$ cat src/rtl/correlator_simple_if.sv
// Sample-in / result-out stream bundle for the binary-coefficient correlator.
interface correlator_simple_if #(
  parameter int INPUT_WIDTH  = 14,
  parameter int OUTPUT_WIDTH = 16
);
  logic                    Input_valid;
  logic [INPUT_WIDTH-1:0]  Input_data;
  logic                    Output_valid;
  logic [OUTPUT_WIDTH-1:0] Output_data;

  modport master (
    output Input_valid, Input_data,
    input  Output_valid, Output_data
  );

  modport slave (
    input  Input_valid, Input_data,
    output Output_valid, Output_data
  );
endinterface

$ cat src/rtl/correlator_simple.sv
// Sliding-window binary-coefficient correlator: masked sum of the last L samples, top bits kept.
// Fixed LATENCY cycles per accepted sample, one result per input, no backpressure.
module correlator_simple #(
  parameter int CORRELATION_LENGTH = 64,
  parameter logic [0:CORRELATION_LENGTH-1] CORRELATION_DATA =
    64'b1111000011110000000000000000111100001111000000000000000000000000,
  parameter int LATENCY      = CORRELATION_LENGTH + 1,
  parameter int INPUT_WIDTH  = 14,
  parameter int OUTPUT_WIDTH = 16
) (
  input logic                Clk,
  input logic                Rst,
  correlator_simple_if.slave io
);
  localparam int LOG = $clog2(CORRELATION_LENGTH);
  localparam int P   = 1 << LOG;
  localparam int A   = INPUT_WIDTH + LOG;
  // Result stages after the tree root; LATENCY >= LOG+2 keeps this at least 1.
  localparam int D   = LATENCY - 1 - LOG;

  logic [INPUT_WIDTH-1:0]  win_q  [CORRELATION_LENGTH];
  logic [INPUT_WIDTH-1:0]  win_d  [CORRELATION_LENGTH];
  logic [A-1:0]            node_q [1:2*P-1];
  logic [A-1:0]            node_d [1:2*P-1];
  logic [LATENCY:0]        vld_q;
  logic [LATENCY:0]        vld_d;
  logic [OUTPUT_WIDTH-1:0] dly_q  [D];
  logic [OUTPUT_WIDTH-1:0] dly_d  [D];

  always_comb begin
    win_d = win_q;
    if (io.Input_valid) begin
      win_d[0] = io.Input_data;
      for (int i = 1; i < CORRELATION_LENGTH; i++) begin
        win_d[i] = win_q[i-1];
      end
    end
    vld_d = {vld_q[LATENCY-1:0], io.Input_valid};
  end

  // Heap-ordered adder tree: node j sums nodes 2j and 2j+1, one register level per depth.
  // Leaves P..2P-1 hold the masked window, w[0] (newest) paired with the rightmost coefficient bit.
  always_comb begin
    node_d = node_q;
    for (int i = 0; i < CORRELATION_LENGTH; i++) begin
      node_d[P+i] = CORRELATION_DATA[CORRELATION_LENGTH-1-i] ? {{LOG{1'b0}}, win_q[i]} : '0;
    end
    for (int i = CORRELATION_LENGTH; i < P; i++) begin
      node_d[P+i] = '0;
    end
    for (int j = 1; j < P; j++) begin
      node_d[j] = node_q[2*j] + node_q[2*j+1];
    end
  end

  // Tree output keeps updating between inputs; the last stage only loads on a real result.
  always_comb begin
    dly_d[0] = OUTPUT_WIDTH'(node_q[1] >> (A - OUTPUT_WIDTH));
    for (int k = 1; k < D; k++) begin
      dly_d[k] = dly_q[k-1];
    end
    if (!vld_q[LATENCY-1]) begin
      dly_d[D-1] = dly_q[D-1];
    end
  end

  always_ff @(posedge Clk or negedge Rst) begin
    if (!Rst) begin
      win_q  <= '{default: '0};
      node_q <= '{default: '0};
      vld_q  <= '0;
      dly_q  <= '{default: '0};
    end else begin
      win_q  <= win_d;
      node_q <= node_d;
      vld_q  <= vld_d;
      dly_q  <= dly_d;
    end
  end

  assign io.Output_valid = vld_q[LATENCY];
  assign io.Output_data  = dly_q[D-1];
endmodule

$ cat src/flat_wrapper.sv
// flat-port wrapper written by rule: the top's interface ports become plain ports
module correlator_simple_flat 
#(
  parameter int CORRELATION_LENGTH = 64,
  parameter logic [0:CORRELATION_LENGTH-1] CORRELATION_DATA =
    64'b1111000011110000000000000000111100001111000000000000000000000000,
  parameter int LATENCY      = CORRELATION_LENGTH + 1,
  parameter int INPUT_WIDTH  = 14,
  parameter int OUTPUT_WIDTH = 16
)
  (Clk, Rst, io_Input_valid, io_Input_data, io_Output_valid, io_Output_data);
  correlator_simple_if #(.INPUT_WIDTH(INPUT_WIDTH), .OUTPUT_WIDTH(OUTPUT_WIDTH)) io_i ();
  input logic Clk;
  input logic Rst;
  input wire logic [$bits(io_i.Input_valid)-1:0] io_Input_valid;
  input wire logic [$bits(io_i.Input_data)-1:0] io_Input_data;
  output wire logic [$bits(io_i.Output_valid)-1:0] io_Output_valid;
  output wire logic [$bits(io_i.Output_data)-1:0] io_Output_data;
  assign io_i.Input_valid = io_Input_valid;
  assign io_i.Input_data = io_Input_data;
  assign io_Output_valid = io_i.Output_valid;
  assign io_Output_data = io_i.Output_data;
  correlator_simple #(.CORRELATION_LENGTH(CORRELATION_LENGTH), .CORRELATION_DATA(CORRELATION_DATA), .LATENCY(LATENCY), .INPUT_WIDTH(INPUT_WIDTH), .OUTPUT_WIDTH(OUTPUT_WIDTH)) u_core (.Clk(Clk), .Rst(Rst), .io(io_i));
endmodule
$ cat config.mk
export PLATFORM = sky130hd
export DESIGN_NAME = correlator_simple_flat
export DESIGN_NICKNAME = d
export VERILOG_FILES = /design/src/rtl/correlator_simple_if.sv /design/src/rtl/correlator_simple.sv /design/src/flat_wrapper.sv
export SDC_FILE = /design/constraint.sdc
export NUM_CORES = 2
export LEC_CHECK = 0
export CAP_MARGIN = 25
export CORE_MARGIN = 2
export CORE_UTILIZATION = 30
export CTS_CLUSTER_SIZE = 10
export DETAILED_ROUTE_END_ITERATION = 12
export HOLD_SLACK_MARGIN = 0.15
export PLACE_DENSITY = 0.45
export SYNTH_ARGS = -nofsm -noshare
export SYNTH_HDL_FRONTEND = slang
export SYNTH_SLANG_ARGS = --single-unit
$ cat constraint.sdc
create_clock -name Clk -period 2.5 [get_ports Clk]
set_input_delay 0.5 -clock Clk [delete_from_list [all_inputs] [get_ports Clk]]
set_output_delay 0.5 -clock Clk [all_outputs]
set_load 0.01 [all_outputs]
# Word level (Yosys, flattened, before mapping)
# Index checks and enable logic that the tools add are counted.
[word_totals]
register_bits = 2554
in_bits = 17
out_inout_bits = 17
word_cells = 176
[classes]
add_sub_neg = 15
[op_table]
columns = ["operator", "n"]
rows = [
  ["adder 20 bit", 7],
  ["adder 14 x 14 -> 15 bit", 8],
]

# Depth between registers and ports, before layout
[depth]
word_depth = 1
ltp_mapped = 10
depth_no_buf = 10

# Least setup slack after synthesis
# OpenSTA, ideal clock, no wires.
[synth_path]
path_type = "flip-flop to flip-flop"
startpoint = "register u_core.node_q[2240] in the netlist's numbering"
endpoint = "register u_core.node_q[2414] in the netlist's numbering"
setup_time_ns = 0.080
t_arrival_ns = 2.168
required_time_ns = 2.420
path_slack_ns = 0.252
stages_incl_launch_ff = 10
n_path_buf = 0
period_less_slack_ns = 2.248
path_cell_list = "dfrtp_1 > ha_1 > fa_1 > a21o_1 > a21oi_1 > o21bai_1 > a21oi_2 > o41ai_2 > a211oi_1 > xnor2_1"
[synth_lines]
columns = ["item", "line", "source"]
rows = [
  ["start: declaration", "correlator_simple.sv:23", "logic [A-1:0] node_q [1:2*P-1];"],
  ["start signal: assignment", "correlator_simple.sv:75", "node_q <= node_d;"],
]

==> flow_results.org <==
** STA
- Slew at the pin closest to its max-slew limit :: between 0.9 and 1 ns
- Unrepaired setup endpoints after global routing :: false
- Final critical-path share of the clock period :: 0.930
- Rel. slew slack :: 0.400
- Timing would allow up to 430 MHz.
- The final-report max-slew violation count was 0.
- Total negative slack for setup checks :: 0 ns
- Setup violations remaining at the end of the flow were counted as 0.
- Worst Clk Skew :: between 0.03 and 0.04 ns
- The count of final hold-check violations is 0.
- Subtracting the final worst setup slack from the clock period gives 2.32 ns.

** GRT
- Via count of the first global-routing pass :: 39600
- The initial antenna violation count was 5.
- Entering global routing, the biggest net connects between 100 and 150 pins.
- Summed over all layers, the global routing overflow is 0.
- Routing usage on met3 :: 0.0210
- For this run, global-route usage on met1 was measured as 0.134.
- Overall routing resource usage :: 0.0937
- The layer flagged by global routing as most heavily used is met2.
- Met2 Resource Use GR :: 0.140
- First-pass GRT wire length :: 211000 um

** Synthesis
- Synthesis produced 4666 cells.
- The mapped netlist covers between 80000 and 90000 sq um.
- Share of synthesized flip-flops with an asynchronous set or reset :: 1.00
- Share of the synthesized area in compound gates (AO/OA/AOI/OAI) :: 0.0364
- Counting every net in the synthesized netlist gives 4916.
- Post-synthesis simple-gate area fraction :: 0.0180
- After synthesis the netlist holds a flip-flop and latch count of 2402.
- The number of different library cells used by synthesis comes to 56.
- The most used flip-flop cell after synthesis is sky130_fd_sc_hd__dfrtp_1.
- Synth warnings :: 0
- Of the total synthesized cell area, the portion taken by XOR and XNOR cells is 0.0180.
- Dividing the synthesized area by the synthesized cell count gives between 15 and 20 sq um.
- Largest family of logic cells by synthesized area :: multiplexers
- Number of enable flip-flop cells after synthesis :: 0
- Multiplexer share of the synthesized area :: 0.129
- Post-synthesis adder-cell area fraction :: 0.0377
- The share of the Yosys chip area taken by registers is 0.750.

** Pwr
- Clock network fraction of design power :: 0.408
- For this design the static power due to leakage is 0.0473 uW.
- The worst-case IR drop observed on VDD is 0.501 mV.
- Ratio of total power to cell area :: 936 nW/um^2
- Fraction of power spent switching nets :: 0.223
- The internal portion of the total power is 68400 uW.
- Of the total power, combinational logic draws 0.080.
- The share of total power dissipated in sequential elements is 0.512.
- In this run the power spent charging and discharging nets is 19700 uW.

** Worst setup path
- The critical path is of the register to register type.
- Tracing the worst setup path back leads to its startpoint at u_core.node_q[2240].
- Data on the critical path arrives at its endpoint at a little over 3 ns.
- The worst register-to-register path begins at u_core.node_q[2240].
- STA classifies the critical path startpoint as a register.
- Of all nets on the critical path, the largest fanout is 4.
- For the worst setup path, the data required time is between 3 and 4 ns.
- Element type at the critical path end :: register

** Drt
- Average vias per placed instance :: 4.21
- The final layout contains routed wiring with a total length of 123000 um.
- DRC :: 0
- Vias after detailed routing :: 36300
- After detailed routing, the average wire length per cell comes to 14.2 um.
- Post-DRT Antenna Nets :: 0
- The first TritonRoute pass finished after 7 iterations.
- Number of violations reported at the end of detailed-routing iteration 0 :: approximately 1500

** Place
- Post-detailed-placement half-perimeter wirelength :: 75800 um
- Buffers on Ports :: 32
- Including well taps, the total number of placed cells is 8257.
- Routability-driven placement finished with a final weighted congestion of about 0.74.

** Layout
- Summing all multi-input logic gate instances after layout gives 19200 sq um.
- The area growth from synthesis to layout is 17.4%.
- Number of filler instances in the final layout :: 25100
- In the final layout, the share of cells above drive strength 1 is 0.281.
- Registers take 60100 sq um.
- Post-route insts no fill :: 8621
- Layout Nets :: 5267

** Floorplan
- From left edge to right edge, the die measures about 520 um.
- Starting utilization of the core area :: 0.302
- Core area :: 265000 sq um
- Cell Rows :: ~190
- Total Die Area :: 271000 sq um
- Top-level I/O count :: 34
- The floorplan step set the die height to between 500 and 600 um.

** Clock network
- H-Tree Depth :: 5
- Sinks on the clock net :: 2402
- The clock reaches the later pin of the worst-skew pair after just over 0.8 ns.
- Counting along the longest clock path gives a buffer depth of 4.
- TritonCTS built the clock tree.
- The number of setup buffers added after CTS is 0.
- Num CTS Buffers :: between 200 and 300
- Clock-pin slew was measured on the worst setup and hold paths at 0.05 ns.
- CTS Root Buffer Type :: sky130_fd_sc_hd__clkbuf_16

** Worst hold path
- The worst hold path begins at u_core.dly_d[710].
- HP Class :: register to register

** Flow run
- # Max-Cap Violations :: 0

** Outcome
- Outcome :: completed
-- per-layer routing --
layer | vias to the layer above | routed length [um]
met5 | - | 0
met4 | 0 | 4060
met3 | 290 | 4620
met2 | 423 | 54100
met1 | 18900 | 59900
li1 | 16700 | -
-- worst paths after layout --
kind / endpoint / slack, ns / cells after the start
worst max register to register: u_core.node_q[2414] / 0.18 / 9
min in group asynchronous: u_core.vld_q[44] / 0.38 / 2
worst min register to register: u_core.dly_d[694] / 0.31 / 0
max in group asynchronous: u_core.dly_d[221] / 1.16 / 4
worst max-delay path: u_core.node_q[2414] / 0.18 / 9
worst min-delay path: u_core.dly_d[694] / 0.31 / 0
-- synth_stat cells, types with 3 or more instances --
cell type	instances	area [sq um]
sky130_fd_sc_hd__a211oi_1	16	120
sky130_fd_sc_hd__a21o_1	54	405
sky130_fd_sc_hd__a21oi_1	139	696
sky130_fd_sc_hd__a221oi_1	10	87.6
sky130_fd_sc_hd__a311o_1	3	30.0
sky130_fd_sc_hd__a311oi_1	3	26.3
sky130_fd_sc_hd__a31o_2	13	114
sky130_fd_sc_hd__a31oi_1	26	163
sky130_fd_sc_hd__a41oi_2	3	48.8
sky130_fd_sc_hd__and2_1	11	68.8
sky130_fd_sc_hd__and3_1	8	50.1
sky130_fd_sc_hd__buf_1	4	15.0
sky130_fd_sc_hd__buf_2	44	220
sky130_fd_sc_hd__buf_4	16	120
sky130_fd_sc_hd__clkbuf_1	60	225
sky130_fd_sc_hd__dfrtp_1	2402	60100
sky130_fd_sc_hd__fa_1	14	280
sky130_fd_sc_hd__ha_1	219	2740
sky130_fd_sc_hd__inv_1	71	267
sky130_fd_sc_hd__mux2_2	912	10300
sky130_fd_sc_hd__mux2i_1	6	60.1
sky130_fd_sc_hd__nand2_1	56	210
sky130_fd_sc_hd__nand2b_1	19	119
sky130_fd_sc_hd__nand3_1	16	80.1
sky130_fd_sc_hd__nand4_1	15	93.8
sky130_fd_sc_hd__nor2_1	100	375
sky130_fd_sc_hd__nor2b_1	34	213
sky130_fd_sc_hd__nor3_1	29	145
sky130_fd_sc_hd__o211ai_1	5	37.5
sky130_fd_sc_hd__o21a_1	46	345
sky130_fd_sc_hd__o21ai_0	86	430
sky130_fd_sc_hd__o21bai_1	20	150
sky130_fd_sc_hd__o31a_1	8	70.1
sky130_fd_sc_hd__or2_2	3	18.8
sky130_fd_sc_hd__or4b_2	3	30.0
sky130_fd_sc_hd__xnor2_1	108	946
sky130_fd_sc_hd__xor2_1	57	499
-- cell usage in the layout (no fill, tap or decap), drive strengths merged, types with 46 or more instances in the layout --
cell type | Yosys | final
dfrtp | 2402 | 2402
mux2 | 912 | 912
clkbuf | 60 | 342
ha | 219 | 219
buf | 64 | 152
a21oi | 141 | 141
xnor2 | 108 | 108
nor2 | 100 | 100
o21ai | 88 | 88
inv | 71 | 76
xor2 | 57 | 57
nand2 | 56 | 56
a21o | 54 | 54
o21a | 46 | 46
-- state kept, by name, summed over array words and instances (netlist names) --
register               flops
u_core.win_q             672
u_core.vld_q              66
u_core.io.Output_data     15
u_core.dly_q              15
u_core.dly_d             855
u_core.node_q            555
u_core.node_d            224
-- cell families after synthesis --
group | Yosys count
xor gates and xnor gates | 165
AOI/OAI and AO/OA | 453
adders and majority gates | 233
muxes | 918
and+or+nand+nor | 299
DFF | 2402
buffers and inverters | 195
other | 1
-- stage by stage --
stage | instance area [sq um] | utilization | worst slack, ns | hold WS (ns) | total power [uW]
CTS | 94000 | 0.354 | 0.0759 | 0.228 | 90000
global placement | 86100 | 0.325 | 0.103 | 0.331 | 52700
floorplan | 80100 | - | 0.252 | 0.204 | 50100
finish | 94100 | 0.355 | 0.176 | 0.310 | 88100
detailed placement | 86100 | 0.325 | 0.0966 | 0.335 | 53000
global route | 94100 | 0.355 | 0.000592 | 0.256 | 93000
-- critical path, stage by stage, from the launching register on --
cell	delay (ns)
sky130_fd_sc_hd__dfrtp_1	0.36
sky130_fd_sc_hd__ha_1	0.24
sky130_fd_sc_hd__fa_1	0.42
sky130_fd_sc_hd__a21o_1	0.20
sky130_fd_sc_hd__a21oi_1	0.19
sky130_fd_sc_hd__o21bai_1	0.10
sky130_fd_sc_hd__a21oi_2	0.24
sky130_fd_sc_hd__o41ai_2	0.13
sky130_fd_sc_hd__a211oi_2	0.25
sky130_fd_sc_hd__xnor2_1	0.13
-- power by group through the flow --
stage / Sequential, uW / Combinational (uW) / Clock (uW)
2_1_floorplan: 44900 / 5120 / 0
3_3_place_gp: 45700 / 7030 / 0
3_5_place_dp: 45800 / 7180 / 0
4_1_cts: 45100 / 7240 / 37600
5_1_grt: 45600 / 7980 / 39400
6_report: 45100 / 7060 / 35900
-- area by class of cell --
| cell class | instances | share of cell area |
|---|---|---|
| flip-flops and latches | 2402 | 0.639 |
| multi-input cells | 2069 | 0.204 |
| clock buffers | 342 | 0.0817 |
| well taps | 3533 | 0.0470 |
| repair buffers | 184 | 0.0231 |
| inverters | 71 | 0.00283 |
| clock inverters | 18 | 0.00215 |
| diodes | 2 | 0.0000532 |
-- timing repair --
item / CTS / global route
gates resized for setup: 0 / 16
hold buffers: 2 / 0
hold endpoints to repair: 118 / 0
endpoints found under the setup margin: 0 / 18
No activity file was read; power rests on OpenSTA's default activity.
